===== config.mk =====
export PLATFORM = sky130hd
export DESIGN_NAME = video_mode_scheduler
export DESIGN_NICKNAME = d
export VERILOG_FILES = /design/src/rtl/video_mode_scheduler.sv
export SDC_FILE = /design/constraint.sdc
export NUM_CORES = 1
export LEC_CHECK = 0
export BUFFER_PORTS_ARGS = -buffer_cell sky130_fd_sc_hd__buf_4
export CORE_MARGIN = 8
export CORE_UTILIZATION = 28
export CTS_CLUSTER_SIZE = 30
export DETAILED_ROUTE_END_ITERATION = 6
export REMOVE_ABC_BUFFERS = 1
export SYNTH_ARGS = -nofsm -noshare
export SYNTH_HDL_FRONTEND = slang
export SYNTH_SLANG_ARGS = --single-unit

===== constraint.sdc =====
create_clock -name PixelClk -period 1.7 [get_ports PixelClk]
set_input_delay 0.085 -clock PixelClk [delete_from_list [all_inputs] [get_ports PixelClk]]
set_output_delay 0.085 -clock PixelClk [all_outputs]
set_load 0.05 [all_outputs]

===== src/rtl/video_mode_scheduler.sv =====
`default_nettype none
// ============================================================================
//  Module      : video_mode_scheduler
//  Description : Chooses which DIP pipeline drives the LCD. A debounced mode
//                push-button queues a mode change. The change is committed only
//                at a camera frame boundary. RGB is blanked for a programmable
//                number of frames after each commit so no torn frame is shown.
//  Revision    : 1.0 - initial release
// ============================================================================
module video_mode_scheduler #(
    parameter int NUM_MODES       = 4,
    parameter int DEFAULT_MODE    = 0,
    parameter int DEBOUNCE_CYCLES = 250000,
    parameter int MUTE_FRAMES     = 1
) (
    input  logic                                    PixelClk,
    input  logic                                    reset,
    input  logic                                    Mode_Button,
    input  logic                                    vsync,
    input  logic [NUM_MODES-1:0]                    pipe_de,
    input  logic [NUM_MODES-1:0]                    pipe_hsync,
    input  logic [NUM_MODES-1:0]                    pipe_vsync,
    input  logic [16*NUM_MODES-1:0]                 pipe_rgb,
    output logic                                    LCD_DE,
    output logic                                    LCD_HSYNC,
    output logic                                    LCD_VSYNC,
    output logic [4:0]                              LCD_R,
    output logic [5:0]                              LCD_G,
    output logic [4:0]                              LCD_B,
    output logic [$clog2(NUM_MODES)-1:0]            mode_sel,
    output logic                                    switching
);

    // ------------------------------------------------------------------------
    // Derived widths and constants
    // ------------------------------------------------------------------------
    localparam int MW       = $clog2(NUM_MODES);
    localparam int DW       = $clog2(DEBOUNCE_CYCLES);
    localparam int MUTE_CW  = (MUTE_FRAMES > 1) ? $clog2(MUTE_FRAMES) : 1;
    localparam int MUTE_LST = (MUTE_FRAMES > 0) ? (MUTE_FRAMES - 1) : 0;

    localparam logic [MW-1:0]      c_default_mode = MW'(DEFAULT_MODE);
    localparam logic [MW-1:0]      c_last_mode    = MW'(NUM_MODES - 1);
    localparam logic [DW-1:0]      c_deb_last     = DW'(DEBOUNCE_CYCLES - 1);
    localparam logic [MUTE_CW-1:0] c_mute_last    = MUTE_CW'(MUTE_LST);
    localparam logic               c_no_mute      = (MUTE_FRAMES == 0);

    typedef enum logic [1:0] {
        ST_RUN   = 2'd0,
        ST_ARMED = 2'd1,
        ST_MUTE  = 2'd2
    } state_t;

    // ------------------------------------------------------------------------
    // Signal declarations
    // ------------------------------------------------------------------------
    logic                 r_btn_meta;
    logic                 r_btn_sync;
    logic                 r_db_level;
    logic [DW-1:0]        r_db_cnt;
    logic                 w_db_flip;
    logic                 w_press;

    logic                 r_vsync_q;
    logic                 w_fe;

    state_t               r_state;
    state_t               w_state_nxt;
    logic [MW-1:0]        r_mode;
    logic [MW-1:0]        w_mode_nxt;
    logic [MW-1:0]        r_pend;
    logic [MW-1:0]        w_pend_nxt;
    logic                 r_pend_v;
    logic                 w_pend_v_nxt;
    logic [MUTE_CW-1:0]   r_mute_cnt;
    logic [MUTE_CW-1:0]   w_mute_cnt_nxt;
    logic [MW-1:0]        w_base;
    logic                 r_switching;
    logic                 w_switching_nxt;

    logic [15:0]          w_rgb_sel;
    logic                 w_muted;

    // Modulo-NUM_MODES increment; NUM_MODES need not be a power of two.
    function automatic logic [MW-1:0] f_inc(input logic [MW-1:0] x);
        if (x == c_last_mode) begin
            return '0;
        end
        return x + MW'(1);
    endfunction

    // ------------------------------------------------------------------------
    // Button path: two-flop synchronizer followed by a stability counter.
    // The debounced level is active-low; out of reset it reads "released" (1).
    // ------------------------------------------------------------------------
    assign w_db_flip = (r_btn_sync != r_db_level) && (r_db_cnt == c_deb_last);
    // A press is the debounced 1->0 transition; release produces nothing.
    assign w_press   = w_db_flip && r_db_level;

    // Synchronize the raw button and accept a new level only once it is stable.
    always_ff @(posedge PixelClk or negedge reset) begin
        if (!reset) begin
            r_btn_meta <= 1'b1;
            r_btn_sync <= 1'b1;
            r_db_level <= 1'b1;
            r_db_cnt   <= '0;
        end else begin
            r_btn_meta <= Mode_Button;
            r_btn_sync <= r_btn_meta;
            if (r_btn_sync == r_db_level) begin
                r_db_cnt <= '0;
            end else if (r_db_cnt == c_deb_last) begin
                r_db_level <= r_btn_sync;
                r_db_cnt   <= '0;
            end else begin
                r_db_cnt <= r_db_cnt + DW'(1);
            end
        end
    end

    // ------------------------------------------------------------------------
    // Frame boundary: rising edge of the camera vsync.
    // ------------------------------------------------------------------------
    assign w_fe = vsync & ~r_vsync_q;

    // Delay vsync by one cycle for edge detection.
    always_ff @(posedge PixelClk or negedge reset) begin
        if (!reset) begin
            r_vsync_q <= 1'b0;
        end else begin
            r_vsync_q <= vsync;
        end
    end

    // ------------------------------------------------------------------------
    // Scheduler state register, committed mode, pending target, mute counter.
    // ------------------------------------------------------------------------
    // Hold the scheduler state; everything returns to defaults on reset.
    always_ff @(posedge PixelClk or negedge reset) begin
        if (!reset) begin
            r_state     <= ST_RUN;
            r_mode      <= c_default_mode;
            r_pend      <= '0;
            r_pend_v    <= 1'b0;
            r_mute_cnt  <= '0;
            r_switching <= 1'b0;
        end else begin
            r_state     <= w_state_nxt;
            r_mode      <= w_mode_nxt;
            r_pend      <= w_pend_nxt;
            r_pend_v    <= w_pend_v_nxt;
            r_mute_cnt  <= w_mute_cnt_nxt;
            r_switching <= w_switching_nxt;
        end
    end

    // Next-state logic: frame events are resolved first, then a press in the
    // same cycle builds on whatever the frame event left behind.
    always_comb begin
        w_state_nxt     = r_state;
        w_mode_nxt      = r_mode;
        w_pend_nxt      = r_pend;
        w_pend_v_nxt    = r_pend_v;
        w_mute_cnt_nxt  = r_mute_cnt;
        w_base          = r_mode;
        w_switching_nxt = 1'b0;

        case (r_state)
            ST_RUN: begin
                // Nothing to do until a press arrives (handled below).
            end
            ST_ARMED: begin
                if (w_fe) begin
                    w_pend_v_nxt = 1'b0;
                    if (r_pend == r_mode) begin
                        // Presses came full circle: no visible change, no mute.
                        w_state_nxt = ST_RUN;
                    end else begin
                        w_mode_nxt     = r_pend;
                        w_mute_cnt_nxt = '0;
                        w_state_nxt    = c_no_mute ? ST_RUN : ST_MUTE;
                    end
                end
            end
            ST_MUTE: begin
                if (w_fe) begin
                    if (r_mute_cnt == c_mute_last) begin
                        w_mute_cnt_nxt = '0;
                        w_state_nxt    = r_pend_v ? ST_ARMED : ST_RUN;
                    end else begin
                        w_mute_cnt_nxt = r_mute_cnt + MUTE_CW'(1);
                    end
                end
            end
            default: begin
                w_state_nxt  = ST_RUN;
                w_pend_v_nxt = 1'b0;
            end
        endcase

        // A press advances the pending target from the newest reference:
        // the pending value if one is live, otherwise the committed mode.
        if (w_press) begin
            w_base       = w_pend_v_nxt ? w_pend_nxt : w_mode_nxt;
            w_pend_nxt   = f_inc(w_base);
            w_pend_v_nxt = 1'b1;
            if (w_state_nxt == ST_RUN) begin
                w_state_nxt = ST_ARMED;
            end
        end

        w_switching_nxt = (w_state_nxt != ST_RUN);
    end

    assign mode_sel  = r_mode;
    assign switching = r_switching;

    // ------------------------------------------------------------------------
    // Output mux: one register stage. The mute flag is taken from the same
    // state register as mode_sel, so the first pixel of a new mode is black.
    // ------------------------------------------------------------------------
    assign w_rgb_sel = pipe_rgb[16*r_mode +: 16];
    assign w_muted   = (r_state == ST_MUTE);

    // Register the selected pipeline onto the LCD pins, blanking RGB in mute.
    always_ff @(posedge PixelClk or negedge reset) begin
        if (!reset) begin
            LCD_DE    <= 1'b0;
            LCD_HSYNC <= 1'b0;
            LCD_VSYNC <= 1'b0;
            LCD_R     <= '0;
            LCD_G     <= '0;
            LCD_B     <= '0;
        end else begin
            LCD_DE    <= pipe_de[r_mode];
            LCD_HSYNC <= pipe_hsync[r_mode];
            LCD_VSYNC <= pipe_vsync[r_mode];
            if (w_muted) begin
                LCD_R <= '0;
                LCD_G <= '0;
                LCD_B <= '0;
            end else begin
                LCD_R <= w_rgb_sel[15:11];
                LCD_G <= w_rgb_sel[10:5];
                LCD_B <= w_rgb_sel[4:0];
            end
        end
    end

endmodule
`default_nettype wire


==> results of run 1 <==
[worst max-delay path, cell delays in order, from the launching register on]
cell      delay [ps]
dfrtp_1          390
or4b_4           550
nor4_4           230
nand4b_4         170
mux2_2           300
[stage by stage]
| stage | area, um^2 | instances | utilization (%) | TNS (ps) |
|---|---|---|---|---|
| 2_1_floorplan | 2500 | 194 | - | -10760 |
| 3_3_place_gp | 3550 | 423 | 39.3 | -62.4 |
| 3_5_place_dp | 3550 | 423 | 39.3 | -576 |
| 4_1_cts | 3720 | 435 | 41.2 | -750 |
| 5_1_grt | 3720 | 435 | 41.2 | -3140 |
| 6_report | 3720 | 435 | 41.2 | -282 |
[routing by layer]
| metal | part of all wire [%] | GRT usage [%] | vias up | wire length, um |
|---|---|---|---|---|
| li1 | - | - | 965 | - |
| met1 | 43 | 12.7 | 970 | 2840 |
| met2 | 46 | 16.7 | 83 | 3020 |
| met3 | 10 | 5.54 | 7 | 676 |
| met4 | 0.88 | 2.93 | 0 | 58 |
| met5 | 0 | 0 | - | 0 |
[power by group]
group	switching, mW	internal [mW]
Clock	0.389	0.584
Sequential	0.0152	1.20
Combinational	0.171	0.201
Total	0.575	1.98
[flip-flops by register name (all words and copies together) (netlist names), 2 cells and up]
name      flops
LCD_R         5
r_pend        2
mode_sel      2
r_db_cnt     18
r_state       2
LCD_G         6
LCD_B         5
[timing repair]
| item | CTS | global route |
|---|---|---|
| hold endpoints to repair | 48 | 0 |
| endpoints found under the setup margin | 20 | 24 |
| buffers inserted | 1 | 0 |
| pin swaps | 2 | 0 |
| hold buffers | 3 | 0 |
| cloned | 0 | 0 |
[cell type report]
cell class,instances,area [um^2],share of cell area [%]
Inverter,1,3.75,0.101
Clock buffer,5,68.8,1.85
Tap cell,111,139,3.73
Multi-Input combinational cell,144,1270,34.0
Sequential cell,49,1230,33.1
Clock inverter,3,65.1,1.75
Timing Repair Buffer,122,948,25.5
[path summary, 6_finish.rpt]
path | start | end | slack, ps | cells past startpoint
setup / recovery | r_db_cnt[9]$_DFF_PN0_ | r_pend[1]$_DFFE_PN0P_ | -50 | 4
min in group asynchronous | reset | LCD_B[3]$_DFF_PN0_ | 340 | 2
setup reg to reg | r_db_cnt[9]$_DFF_PN0_ | r_pend[1]$_DFFE_PN0P_ | -50 | 4
hold reg to reg | r_btn_meta$_DFF_PN1_ | r_btn_sync$_DFF_PN1_ | 370 | 0
hold / removal | pipe_hsync[2] | LCD_HSYNC$_DFF_PN0_ | 100 | 2
max in group asynchronous | reset | r_state[1]$_DFF_PN0_ | 950 | 2
[cells by family after synthesis]
group	after synthesis	synth area share, %
fa+ha+maj	1	0.491
flops	49	48.2
xor+xnor	20	6.87
simple gates	88	20.0
mux	26	19.8
compound gates	9	2.50
buf+inv	9	2.11
[cells in the final DEF (no fill, tap or decap), types with 2 or more instances in the layout]
master and count:
mux4_2 19, nand3_1 9, mux2_2 5, clkbuf_8 5, and4_1 2, nor2b_1 17
nor3_2 2, nand2_1 15, o21ai_0 3, nand2b_1 3, nand4_1 4, xnor2_1 7
o211ai_1 2, nor2_1 22, and3_1 3, dlygate4sd3_1 3, dfrtp_1 46, bufinv_16 2
and3_2 2, mux2i_1 2, o31ai_1 2, xor2_1 13, buf_4 117, dfstp_2 3
buf_12 2
==> impl_results.md, run 1 <==
* Clock root cell: clkbuf_8
* Flop and latch count out of synthesis at 49
* HP Class: in2reg
* Post-route DRC at 0
* Vias at 2025
* Most frequent cell after synthesis: dfrtp_1
* Async set or reset register ratio after synthesis at 100%
* Maximum VDD drop at 388 uV
* Starting Density at 28.3%
* H-tree levels at 2
* Die area at 0.0124 mm^2
* Vias per inst at 4.66
* RSZ-0062 raised after global routing: true
* Post-Synthesis Cells at between 200 and 250
* Die H at 111 um
* Max Cap Viol at 0
* Setup CP Type: reg2reg
* Failing checks: setup timing
* Initial antenna violation count at 0
* Std cell rows at 35
* Post-synth EDFFs at 0
* Startpoint Class: flip-flop
* DR WL/cell at between 15 and 20 um
* Filler cells at 879
* Top achievable clock speed at between 0.5 and 0.6 GHz
* Number of port buffers at 101
* Aggregate global routing overflow at 0
* Data required time of the critical path at between 1500 and 2000 ps
* Antenna viol nets, final at 0
* Core area at 0.00902 mm^2
* Global Route Usage Sum at approximately 11%
* Final WS setup at -48.2 ps
* Slew @ Worst Pin at 611 ps
* Minimum clock period at 1750 ps
* Layout Nets at roughly 400
* Slew Limit Headroom at 59.3%
* Number of gates resized after cts at 0
* Crit-path max FO at 6
* Largest net degree at the start of global routing at 50
* CTS buffer count at 5
* Hold Slack at a little under 100 ps
* Ant diodes at 0
* Critical path endpoint category: flip-flop
* Final Hold Viols at 0
* Main flop type after synthesis: dfrtp_1
* Sequential-to-total area share from yosys stat at between 40 and 50%
* Leakage power at about 1.7 nW
* Clock transition at path regs at 90 ps
* Layout area overhead at 45.9%
* DIE WIDTH at between 100 and 150 um
* Fin. max-slew vios at 0
* WL final at about 6600 um
* Syn avg cell area at around 13 um^2
* Arrival time at the worst endpoint at slightly below 2000 ps
* First-pass GRT wire length at 10900 um
* Clock Sinks at between 40 and 50
* Commonest cells in the netlist: 46 x dfrtp_1, 22 x nor2_1, 19 x mux4_2
* Ys Warns at 0
* Total power at around 2.6 mW
* Dpl ws at -49.9 ps
* Io pins at slightly above 100
* Clock buffer depth at 2
* Largest cells by area after synthesis: dfrtp_1 45%, mux4_2 17%, xor2_1 4.5%, nor2b_1 4.2%, nor2_1 3.2%
* Mapped Area at between 0.002 and 0.003 mm^2
* Initial DRT Pass Iterations at 4
* RePlAce Congestion at between 0.7 and 0.8
* Status: finished, violations left
* DP HPWL at ~5300 um
* Detailed Route Iter0 Violations at 81
* CTS tree: done
* Final worst path period share at 103%
* Layout cells sized above 1 at 50.9%
* Final setup fails at 19
* Synth area leader: dfrtp_1
* Cell variety after synth at 38
* Clock skew at approximately 7.4 ps
* Pwr/cell area at about 690 mW/mm^2
* Vias in the first global route at around 2300
* Skew-Pair Late Insertion Delay at approximately 300 ps
* Post-synth top area share at 45.1%
Power figures use the tool's default switching activity.
==> inputs of run 2 (changes only) <==
--- a/config.mk
+++ b/config.mk
@@ -10,6 +10,8 @@
 export CORE_UTILIZATION = 28
 export CTS_CLUSTER_SIZE = 30
 export DETAILED_ROUTE_END_ITERATION = 6
+export MAX_ROUTING_LAYER = met4
+export PLACE_DENSITY = 0.63
 export REMOVE_ABC_BUFFERS = 1
 export SYNTH_ARGS = -nofsm -noshare
 export SYNTH_HDL_FRONTEND = slang
==> impl_results.md, run 2 (synthesis results as in run 1) <==
* RSZ-0062 raised after global routing: true
* Seq. cell area at roughly 0.0012 mm^2
* HP Class: in2reg
* Clock buffer depth at 2
* Die area at ~0.012 mm^2
* Final Hold Viols at 0
* Vias in the first global route at around 2300
* Fin. max-slew vios at 0
* Top achievable clock speed at approximately 0.56 GHz
* First-pass GRT wire length at approximately 11000 um
* Vias at about 2000
* Leakage power at roughly 1.7 nW
* Arrival time at the worst endpoint at about 2000 ps
* Vias per inst at 4.59
* Starting Density at 28.3%
* Setup CP Type: reg2reg
* Slew Limit Headroom at around 59%
* Startpoint Class: flip-flop
* Initial antenna violation count at 0
* Reg-to-Reg End: r_pend[0]$_DFFE_PN0P_
* Status: finished, violations left
* Crit path to: r_pend[0]$_DFFE_PN0P_
* Top Registers: r_db_cnt: 18 flops, LCD_G: 6 flops
* Initial DRT Pass Iterations at 4
* Minimum clock period at 1790 ps
* Detailed Route Iter0 Violations at between 70 and 80
* H-tree levels at 2
* Failing checks: setup timing
* Total negative setup slack at -850 ps
* WL final at 6570 um
* Critical path endpoint category: flip-flop
* RePlAce Congestion at ~0.79
* Std cell rows at 35
* Layout Nets at a little over 400
* DP HPWL at between 5000 and 6000 um
* Most frequent cells in the layout: 119 x buf_4, 46 x dfrtp_1, 22 x nor2_1
* Pwr/cell area at slightly above 600 mW/mm^2
* Final worst path period share at 105%
* Skew-Pair Late Insertion Delay at between 300 and 400 ps
* Aggregate global routing overflow at 0
* Final setup fails at 22
* Filler cells at 870
* Core area at around 0.009 mm^2
* Slew @ Worst Pin at 609 ps
* Data required time of the critical path at around 1900 ps
* Layout area overhead at 44.9%
* Layout cells sized above 1 at around 51%
* Worst Setup SP: r_db_cnt[9]$_DFF_PN0_
* Clock root cell: clkbuf_8
* Number of port buffers at between 100 and 150
* Ant diodes at 0
* Clock skew at between 10 and 15 ps
* Reg2Reg Setup Slack at -90 ps
* Non-filler cells, final at about 440
* Worst flop-to-flop path startpoint: r_db_cnt[9]$_DFF_PN0_
* Slowest CP cell: or4b_4
* Clock Sinks at 49
* Dpl cells at 423
* Crit-path max FO at 6
* Crit path cell chain: or4b_4 -> nor4_4 -> nand4b_4 -> mux2_4
* Worst R2R Path Depth at 4
* DIE WIDTH at 111 um
* DR WL/cell at around 15 um
* Antenna viol nets, final at 0
* Max Cap Viol at 0
* CP max stage delay at ~550 ps
* Post-route DRC at 0
* Largest net degree at the start of global routing at 50
* CTS buffer count at 5
* Die H at approximately 110 um
* CTS tree: done
* Final WS setup at -85.7 ps
* Commonest non-fill, non-tap cell in the layout: buf_4
* Largest register FFs at 18
* Multi-input logic area at ~0.0013 mm^2
* Maximum VDD drop at ~340 uV
* Global Route Usage Sum at between 10% and 20%
* Largest register by flop count: r_db_cnt
* Io pins at ~100
* Clock transition at path regs at ~100 ps
[run 2: per-layer routing]
metal,track usage (%),part of all wire (%)
met1,14.6,47
met2,16.4,47
met3,3.39,5.2
met4,2.40,0.82
met5,-,0
[run 2: metrics by stage]
stage                     utilization [%]  setup slack [ps]  area [um^2]  hold slack [ps]  total power [mW]
after floorplan                         -              -583         2500             -211              1.38
after CTS                            40.7             -69.1         3670             92.9              2.32
after detailed placement             39.3             -46.1         3550              149              1.61
final                                41.0             -85.7         3700             95.7              2.28
after global routing                 41.0              -209         3700             92.7              2.39
after global placement               39.3             -19.0         3550              147              1.61
[run 2: where the power goes]
| part | internal, mW | total (mW) | switching, mW |
|---|---|---|---|
| logic | 0.201 | 0.372 | 0.171 |
| registers | 1.20 | 1.21 | 0.0158 |
| clock network | 0.293 | 0.694 | 0.401 |
| total | 1.69 | 2.28 | 0.588 |
[run 2: worst min-delay path by stage]
| stage | start | endpoint | slack [ps] | cells after the start |
|---|---|---|---|---|
| finish | pipe_vsync[0] | LCD_VSYNC$_DFF_PN0_ | 100 | 2 |
| global route | pipe_vsync[0] | LCD_VSYNC$_DFF_PN0_ | 90 | 2 |
| CTS | pipe_hsync[2] | LCD_HSYNC$_DFF_PN0_ | 90 | 2 |
| detailed placement | reset | r_db_cnt[15]$_DFF_PN0_ | 150 | 1 |
| global placement | reset | r_db_cnt[16]$_DFF_PN0_ | 150 | 1 |
| floorplan | reset | LCD_B[0]$_DFF_PN0_ | -210 | 0 |
[run 2: cell type report]
type / instances / area share, %
inverter: 1 / 0.102
timing repair buffer: 124 / 26.1
clock buffer: 5 / 1.86
tap: 111 / 3.76
clock inverter: 3 / 0.575
sequential: 49 / 33.3
multi-input combinational: 144 / 34.4
[run 2: worst max-delay path, delay by kind of cell (launching register included)]
family           cells  cell delay (ps)
flip-flops           1              390
multiplexers         1              320
AND/OR/NAND/NOR      3              960
[run 2: repair_timing]
item / CTS / global route
gates resized for setup: 0 / 1
hold buffers: 3 / 0
hold endpoints to repair: 48 / 0
setup buffers: 0 / 3
endpoints found under the setup margin: 20 / 24
